[config.mk]
export PLATFORM = sky130hd
export DESIGN_NAME = svcs_trnx_sched
export DESIGN_NICKNAME = d
export VERILOG_FILES = /design/src/rtl/svcs_trnx_sched.sv
export SDC_FILE = /design/constraint.sdc
export NUM_CORES = 1
export LEC_CHECK = 0
export ABC_CLOCK_PERIOD_IN_PS = 3350
export CORE_AREA = 2 2 207 209
export CTS_CLUSTER_SIZE = 20
export DETAILED_ROUTE_END_ITERATION = 10
export DIE_AREA = 0 0 209 211
export PLACE_DENSITY = 0.53
export SYNTH_ARGS = -nofsm -noshare
export SYNTH_HDL_FRONTEND = slang
export SYNTH_SLANG_ARGS = --single-unit
[constraint.sdc]
create_clock -name clk -period 3.35 [get_ports clk]
set_clock_uncertainty 0.2 [all_clocks]
set_input_delay 0.67 -clock clk [delete_from_list [all_inputs] [get_ports clk]]
set_output_delay 0.67 -clock clk [all_outputs]
set_load 0.005 [all_outputs]
[src/rtl/svcs_trnx_sched.sv]
// svcs_trnx_sched: round-robin scheduler that splits requester arrays into header+payload chunks on one outbound stream.
// Optional macro SVCS_SCHED_CHUNK_SEQ_EN adds a per-array chunk sequence number to header bits [31:16].
module svcs_trnx_sched #(
  parameter int NUM_REQ   = 4,
  parameter int DATA_W    = 64,
  parameter int LEN_W     = 16,
  parameter int MAX_CHUNK = 16
) (
  input  logic                      clk,
  input  logic                      rst_n,
  input  logic [NUM_REQ-1:0]        req_valid,
  output logic [NUM_REQ-1:0]        req_ready,
  input  logic [NUM_REQ*8-1:0]      req_type,
  input  logic [NUM_REQ*16-1:0]     req_id,
  input  logic [NUM_REQ*8-1:0]      req_dtype,
  input  logic [NUM_REQ*LEN_W-1:0]  req_len,
  input  logic [NUM_REQ*DATA_W-1:0] src_data,
  input  logic [NUM_REQ-1:0]        src_valid,
  output logic [NUM_REQ-1:0]        src_ready,
  output logic [DATA_W-1:0]         out_data,
  output logic                      out_is_hdr,
  output logic                      out_valid,
  input  logic                      out_ready,
  output logic [NUM_REQ-1:0]        done,
  output logic                      busy
);
  localparam int IW = $clog2(NUM_REQ);
  localparam logic [LEN_W-1:0] MAXC = LEN_W'(MAX_CHUNK);
  typedef enum logic [1:0] {IDLE, HDR, PAY, DONE} state_t;
  state_t state_q, state_d;
  logic [IW-1:0] g_q, g_d, rr_q, rr_d, gsel;
  logic found;
  logic [7:0] type_q, type_d, dtype_q, dtype_d;
  logic [15:0] id_q, id_d, seq_hdr;
  logic [LEN_W-1:0] rem_q, rem_d, chunk_q, chunk_d, beat_q, beat_d, rem_next;
`ifdef SVCS_SCHED_CHUNK_SEQ_EN
  logic [15:0] seq_q, seq_d;
  assign seq_hdr = seq_q;
`else
  assign seq_hdr = '0;
`endif

  function automatic logic [LEN_W-1:0] min_chunk(input logic [LEN_W-1:0] r);
    return (r < MAXC) ? r : MAXC;
  endfunction

  // round-robin pick: descending scan so the lowest offset from rr wins
  always_comb begin
    found = 1'b0;
    gsel  = rr_q;
    for (int i = NUM_REQ - 1; i >= 0; i--) begin
      if (req_valid[(int'(rr_q) + i) % NUM_REQ]) begin
        found = 1'b1;
        gsel  = IW'((int'(rr_q) + i) % NUM_REQ);
      end
    end
  end

  // next-state and outputs; req_ready is gated by rst_n so reset forces it low
  always_comb begin
    state_d    = state_q;
    g_d        = g_q;
    rr_d       = rr_q;
    type_d     = type_q;
    id_d       = id_q;
    dtype_d    = dtype_q;
    rem_d      = rem_q;
    chunk_d    = chunk_q;
    beat_d     = beat_q;
`ifdef SVCS_SCHED_CHUNK_SEQ_EN
    seq_d      = seq_q;
`endif
    req_ready  = '0;
    src_ready  = '0;
    out_valid  = 1'b0;
    out_is_hdr = 1'b0;
    out_data   = '0;
    done       = '0;
    busy       = (state_q != IDLE);
    rem_next   = rem_q - chunk_q;
    case (state_q)
      IDLE: if (found) begin
        g_d            = gsel;
        type_d         = req_type[gsel*8 +: 8];
        id_d           = req_id[gsel*16 +: 16];
        dtype_d        = req_dtype[gsel*8 +: 8];
        rem_d          = req_len[gsel*LEN_W +: LEN_W];
        chunk_d        = min_chunk(req_len[gsel*LEN_W +: LEN_W]);
`ifdef SVCS_SCHED_CHUNK_SEQ_EN
        seq_d          = '0;
`endif
        req_ready[gsel] = rst_n;
        state_d        = HDR;
      end
      HDR: begin
        out_valid      = 1'b1;
        out_is_hdr     = 1'b1;
        out_data[63:0] = {type_q, id_q, dtype_q, seq_hdr, 16'(chunk_q)};
        if (out_ready) begin
          beat_d  = chunk_q;
          state_d = (chunk_q == '0) ? DONE : PAY;
        end
      end
      PAY: begin
        out_valid      = src_valid[g_q];
        src_ready[g_q] = out_ready;
        out_data       = src_data[g_q*DATA_W +: DATA_W];
        if (src_valid[g_q] && out_ready) begin
          beat_d = beat_q - 1'b1;
          if (beat_q == LEN_W'(1)) begin
            rem_d   = rem_next;
            chunk_d = min_chunk(rem_next);
`ifdef SVCS_SCHED_CHUNK_SEQ_EN
            seq_d   = seq_q + 16'd1;
`endif
            state_d = (rem_next == '0) ? DONE : HDR;
          end
        end
      end
      DONE: begin
        done[g_q] = 1'b1;
        rr_d      = (g_q == IW'(NUM_REQ - 1)) ? '0 : g_q + 1'b1;
        state_d   = IDLE;
      end
      default: state_d = IDLE;
    endcase
  end

  // state registers; async reset abandons any transfer and returns rr to 0
  always_ff @(posedge clk or negedge rst_n) begin
    if (!rst_n) begin
      state_q <= IDLE;
      g_q     <= '0;
      rr_q    <= '0;
      type_q  <= '0;
      id_q    <= '0;
      dtype_q <= '0;
      rem_q   <= '0;
      chunk_q <= '0;
      beat_q  <= '0;
`ifdef SVCS_SCHED_CHUNK_SEQ_EN
      seq_q   <= '0;
`endif
    end else begin
      state_q <= state_d;
      g_q     <= g_d;
      rr_q    <= rr_d;
      type_q  <= type_d;
      id_q    <= id_d;
      dtype_q <= dtype_d;
      rem_q   <= rem_d;
      chunk_q <= chunk_d;
      beat_q  <= beat_d;
`ifdef SVCS_SCHED_CHUNK_SEQ_EN
      seq_q   <= seq_d;
`endif
    end
  end
endmodule

# Word-level counts from Yosys, hierarchy flattened
# Cells that the tools add are included.
# Widths: inputs -> output; s select.
# word_totals
regBits	86
input_bits	459
output_inout_bits	79
wordCells	113
# op_classes
add_sub_neg	6
n_lt_le_gt_ge	10
n_eq_ne	9
n_shift	5
muxes	53
n_bitwise	5
reduce_logical	16
# op_table
cell	n
$shiftx 256x9->64	1
$mux 16	10
$pmux 64 s2	1
$shiftx 64x7->16	2
$pmux 16 s2	3
$shiftx 32x6->8	2
$logic_not 16->1	2
$lt 16x5->1 const B	2
$mux 2	10
$eq 16x1->1 const B	1
$mux 1	16
$mux 4	4
$sub 16x1->16 const B	1
$sub 16x16->16	1
$lt 3x4->1 const B	3
$bmux 1 s2	5
$lt 2x3->1 const B	3
$and 4x4->4	2
$ne 2x2->1 const B	4
$pmux 2 s4	1
$reduce_and 4->1	2
$eq 2x2->1 const B	3
$reduce_bool 2->1	3
$reduce_or 2->1	3
other kinds (11)	19

# Depth between registers and ports, before layout
# logic_depth
depth_word	17
mapped_depth	12
depth_no_buf	11

# Worst setup path before layout
# Ideal clock, no wire load.
# synth_timing
path_type	in2out
start	input req_valid[3]
end	output req_ready[2]
arrival_ns	2.308
required_time_ns	2.480
path_slack_ns	0.172
stages	8
n_path_buf	4
cell_sequence	buf_4 and3b_1 nor4_1 clkbuf_1 nor2_1 clkbuf_1 clkbuf_1 nor3_1
# synth_between
elab_chain_cells	14
elab_cells_between_ends	27
classes_between	order compare (2); mux (23); bitwise (1); reduce/logical (1)
# synth_lines
item	line_no	rtl
from (decl)	11	input logic [NUM_REQ-1:0] req_valid,
$bmux 1 s2	52	if (req_valid[(int'(rr_q) + i) % NUM_REQ]) begin
$mux 1 (implied by the code) (2 in series)	52	
$mux 2 (4 in series)	52	
$lt 2x3->1 (implied by the code) or $ge 2x1->1 (tied branches)	92	req_ready[gsel] = rst_n;
$logic_and 1x1->1 (implied by the code)	92	
$mux 1 (implied by the code)	92	
$demux 1 s2	92	
$and 4x4->4 (no source line)	--	
$mux 4 (*)	82	IDLE: if (found) begin
$mux 4 (*)	81	case (state_q)
to (decl)	12	output logic [NUM_REQ-1:0] req_ready,
# Every way passes the cells marked *; elsewhere a longest branch is shown, timed or not. The select of a mux whose other input is x is not followed.

# Worst setup path after layout
# layout_timing
start	input src_data[9]
end	output out_data[9]
# layout_between
elab_chain_cells	2
# layout_lines
item	line_no	rtl
from (decl)	17	input logic [NUM_REQ*DATA_W-1:0] src_data,
$shiftx 256x9->64	107	out_data = src_data[g_q*DATA_W +: DATA_W];
$pmux 64 s2	81	
to (decl)	20	output logic [DATA_W-1:0] out_data,
# No other way between the ends.

==> impl_metrics.py <==
metrics = {
    "outcome": {
        "outcome": "complete, no violations",
    },
    "floorplan": {
        "rows": 75,
        "start_util": 0.213,
        "dieWidth_um": 209,
        "die_height_um": 211,
        "die_area_sq_um": 44100,
        "core-area_sq_um": 41800,
        "top_level_ports": 538,
    },
    "global_route": {
        "grt_pass1_wl_um": 76700,
        "globalRouteOverflowTotal": 0,
        "track_usage": 0.237,
        "grt_start_max_net_pins": 69,
        "first_global_vias": 11300,
        "antenna_found_initial": 14,
    },
    "layout": {
        "seqCellArea_sq_um": 2160,
        "fin_nets": 2186,
        "instances_no_fill": 2251,
        "fillers": 4297,
        "design_area_sq_um": 16200,
        "syn_to_final_growth_pct": 81.2,
        "multi_input_area_sq_um": 6320,
        "drive_gt1_frac": 0.147,
    },
    "placed_design": {
        "placed_cell_area_sq_um": 15600,
        "dp_hpwl_um": 45400,
        "dp_cells": 2216,
        "place_congestion": 0.901,
        "portBuffers": 537,
    },
    "clock_tree": {
        "cts_tree": "yes",
        "cts-htree-levels": 3,
        "clock_sinks": 86,
        "clkSlewWorstSetupHoldPaths_ns": 0.07,
        "cts_made_buffers": 9,
        "holdBufCountCts": 0,
        "clockBufferDepth": 2,
        "cts_root_buf": "clkbuf_16",
        "clock_latency_ns": 0.35,
    },
    "yosys": {
        "yosysTopAreaCellShare": 0.241,
        "ys_types": 66,
        "synthArstFlopShare": 1.00,
        "synth-seq-cells": 86,
        "postSynthAreaPerCell_sq_um": 7.94,
        "netlist_area_sq_um": 8910,
        "yosysTopAreaCell": "dfrtp_1",
        "seq_area_frac_synth": 0.241,
        "ys_warn_count": 0,
        "synth_edf_count": 0,
        "yosys-top-cells-area": "dfrtp_1 24%, mux4_2 17%, nand2_1 9.9%, nand3_1 6.2%, o21ai_0 4.8%",
        "post-synth-top-count-cell": "nand2_1",
        "synth_ff_type": "dfrtp_1",
        "synth_fp_nets": 1607,
        "synthCells": 1122,
        "synth_common_cells": "235 x nand2_1, 110 x nand3_1, 86 x dfrtp_1, 86 x o21ai_0, 67 x clkbuf_1",
    },
    "sta": {
        "finalCritPeriodShare": 0.981,
        "worstMarginPinSlew_ns": 0.904,
        "slew_violations": 0,
        "fmaxAchievable_mhz": 304,
        "layout_min_cycle_time_ns": 3.29,
        "setup-violations-final": 0,
        "slew_headroom": 0.397,
        "hold_viol_final": 0,
    },
    "critical_path": {
        "startpoint": "src_data[9]",
        "critPathKind": "in -> out",
        "startpoint_type": "primary input",
        "cp_common_cell": "clkdlybuf4s50_1",
        "crit_fanout": 1,
        "path_cells": "clkdlybuf4s50_1, mux4_2, a22o_1, clkdlybuf4s50_1",
        "endpoint_kind": "output pin",
        "path_delay_family": "buffers and inverters",
        "regToRegStartpoint": "rem_q[12]",
        "critPathBufInv": 2,
        "worst-endpoint-arrival_ns": 2.42,
        "cp_slowest_stage_delay_ns": 0.53,
        "critPathRequiredTime_ns": 2.48,
        "slowest_stage": "mux4_2",
    },
    "detailed_routing": {
        "vias": 11300,
        "remaining_drc_errors": 0,
        "drt_first_pass_iters": 5,
        "wirelength_um": 54300,
        "vias_per_cell": 5.00,
        "final_antenna_net_count": 0,
        "wl_per_cell_um": 24.1,
        "drt_iter0_drc": 816,
    },
    "power_and_ir_drop": {
        "peakVddDrop_v": 0.000395,
        "cellLeakagePower_nw": 6.51,
        "p_per_area_nw_per_um2": 718,
    },
    "run": {
        "max-cap-violations": 0,
    },
    "hold_path": {
        "hp-class": "in -> async",
    },
}
-- logic make-up (layout without fill, tap and decap cells) --
family | Yosys count | after routing | synth area share
muxes | 73 | 73 | 0.175
buffers and inverters | 131 | 715 | 0.0601
DFF | 86 | 86 | 0.241
xor gates and xnor gates | 9 | 9 | 0.00884
and+or+nand+nor | 507 | 507 | 0.262
other | 0 | 6 | 0
AOI/OAI and AO/OA | 290 | 290 | 0.215
adders and majority gates | 26 | 26 | 0.0373
-- registers in the layout (all words and copies together), names as in the netlist --
| signal | cells |
|---|---|
| id_q | 16 |
| type_q | 8 |
| chunk_q | 16 |
| state_q | 2 |
| dtype_q | 8 |
| g_q | 2 |
| rem_q | 16 |
| rr_q | 2 |
| beat_q | 16 |
-- worst paths after layout --
path | cells after the start | slack [ns] | end
setup / recovery | 4 | 0.06 | out_data[9]
hold / removal | 2 | 0.23 | chunk_q[0]
setup reg to reg | 10 | 0.25 | chunk_q[2]
hold reg to reg | 2 | 0.28 | id_q[13]
max in group asynchronous | 3 | 1.35 | g_q[0]
min in group clk | 2 | 0.28 | id_q[13]
-- worst register-to-register path, cell delays in order, from the launching register on --
cell and delay, ns:
dfrtp_1 0.43, ha_1 0.38, a21oi_1 0.29, o21ai_1 0.14, mux2_2 0.32, a2111oi_2 0.34
o2111ai_1 0.17, a211oi_1 0.35, nand4_1 0.13, buf_4 0.18, o21ai_1 0.12
-- repair_timing --
item	CTS	global route
endpoints found under the setup margin	55	20
setup buffers	6	5
pin swaps	1	4
resized for setup	22	16
gates cloned	1	1
-- layout by cell type, fill, tap and decap left out, drive strengths merged, types with 10 or more instances in the layout --
| cell | n |
|---|---|
| inv | 36 |
| a21oi | 50 |
| mux4 | 66 |
| nand3 | 110 |
| nand2 | 235 |
| nor2 | 35 |
| o21ai | 98 |
| and2 | 30 |
| ha | 25 |
| a22o | 48 |
| nor3 | 35 |
| buf | 129 |
| dfrtp | 86 |
| clkdlybuf4s50 | 527 |
| and3 | 12 |
| clkbuf | 12 |
| o22ai | 17 |
| nor2b | 10 |
| a211oi | 12 |
-- area by class of cell --
cell class / instances / share of cell area
repair buffers: 666 / 0.407
multi-input cells: 905 / 0.392
flip-flops and latches: 86 / 0.134
well taps: 539 / 0.0417
clock buffers: 11 / 0.0150
inverters: 33 / 0.00767
clock inverters: 5 / 0.00248
diodes: 6 / 0.000929
-- metal layers --
metal | part of all wire | vias up | GRT usage
li1 | - | 5314 | -
met4 | 0.014 | 10 | 0.0387
met3 | 0.066 | 43 | 0.0491
met2 | 0.50 | 384 | 0.421
met5 | 0.0013 | - | 0
met1 | 0.42 | 5505 | 0.298
-- stage by stage --
| step | TNS, ns | utilization | hold slack (ns) | total power, mW | setup WS, ns |
|---|---|---|---|---|---|
| 5_1_grt | -0.00251 | 0.387 | 0.250 | 12.5 | -0.00251 |
| 4_1_cts | 0 | 0.383 | 0.231 | 11.5 | 0.0129 |
| 6_report | 0 | 0.387 | 0.229 | 11.6 | 0.0630 |
| 2_1_floorplan | 0 | - | 0.174 | 6.48 | 0.172 |
| 3_3_place_gp | -4.68 | 0.373 | 0.262 | 10.2 | -0.445 |
| 3_5_place_dp | -6.23 | 0.373 | 0.271 | 10.3 | -0.415 |
-- power breakdown --
group,total (mW),internal [mW],leakage [nW],switching [mW]
Sequential,1.91,1.48,1.06,0.430
Combinational,8.67,4.22,5.31,4.45
Clock,1.02,0.533,0.141,0.484
No activity file was read; power rests on OpenSTA's default activity.
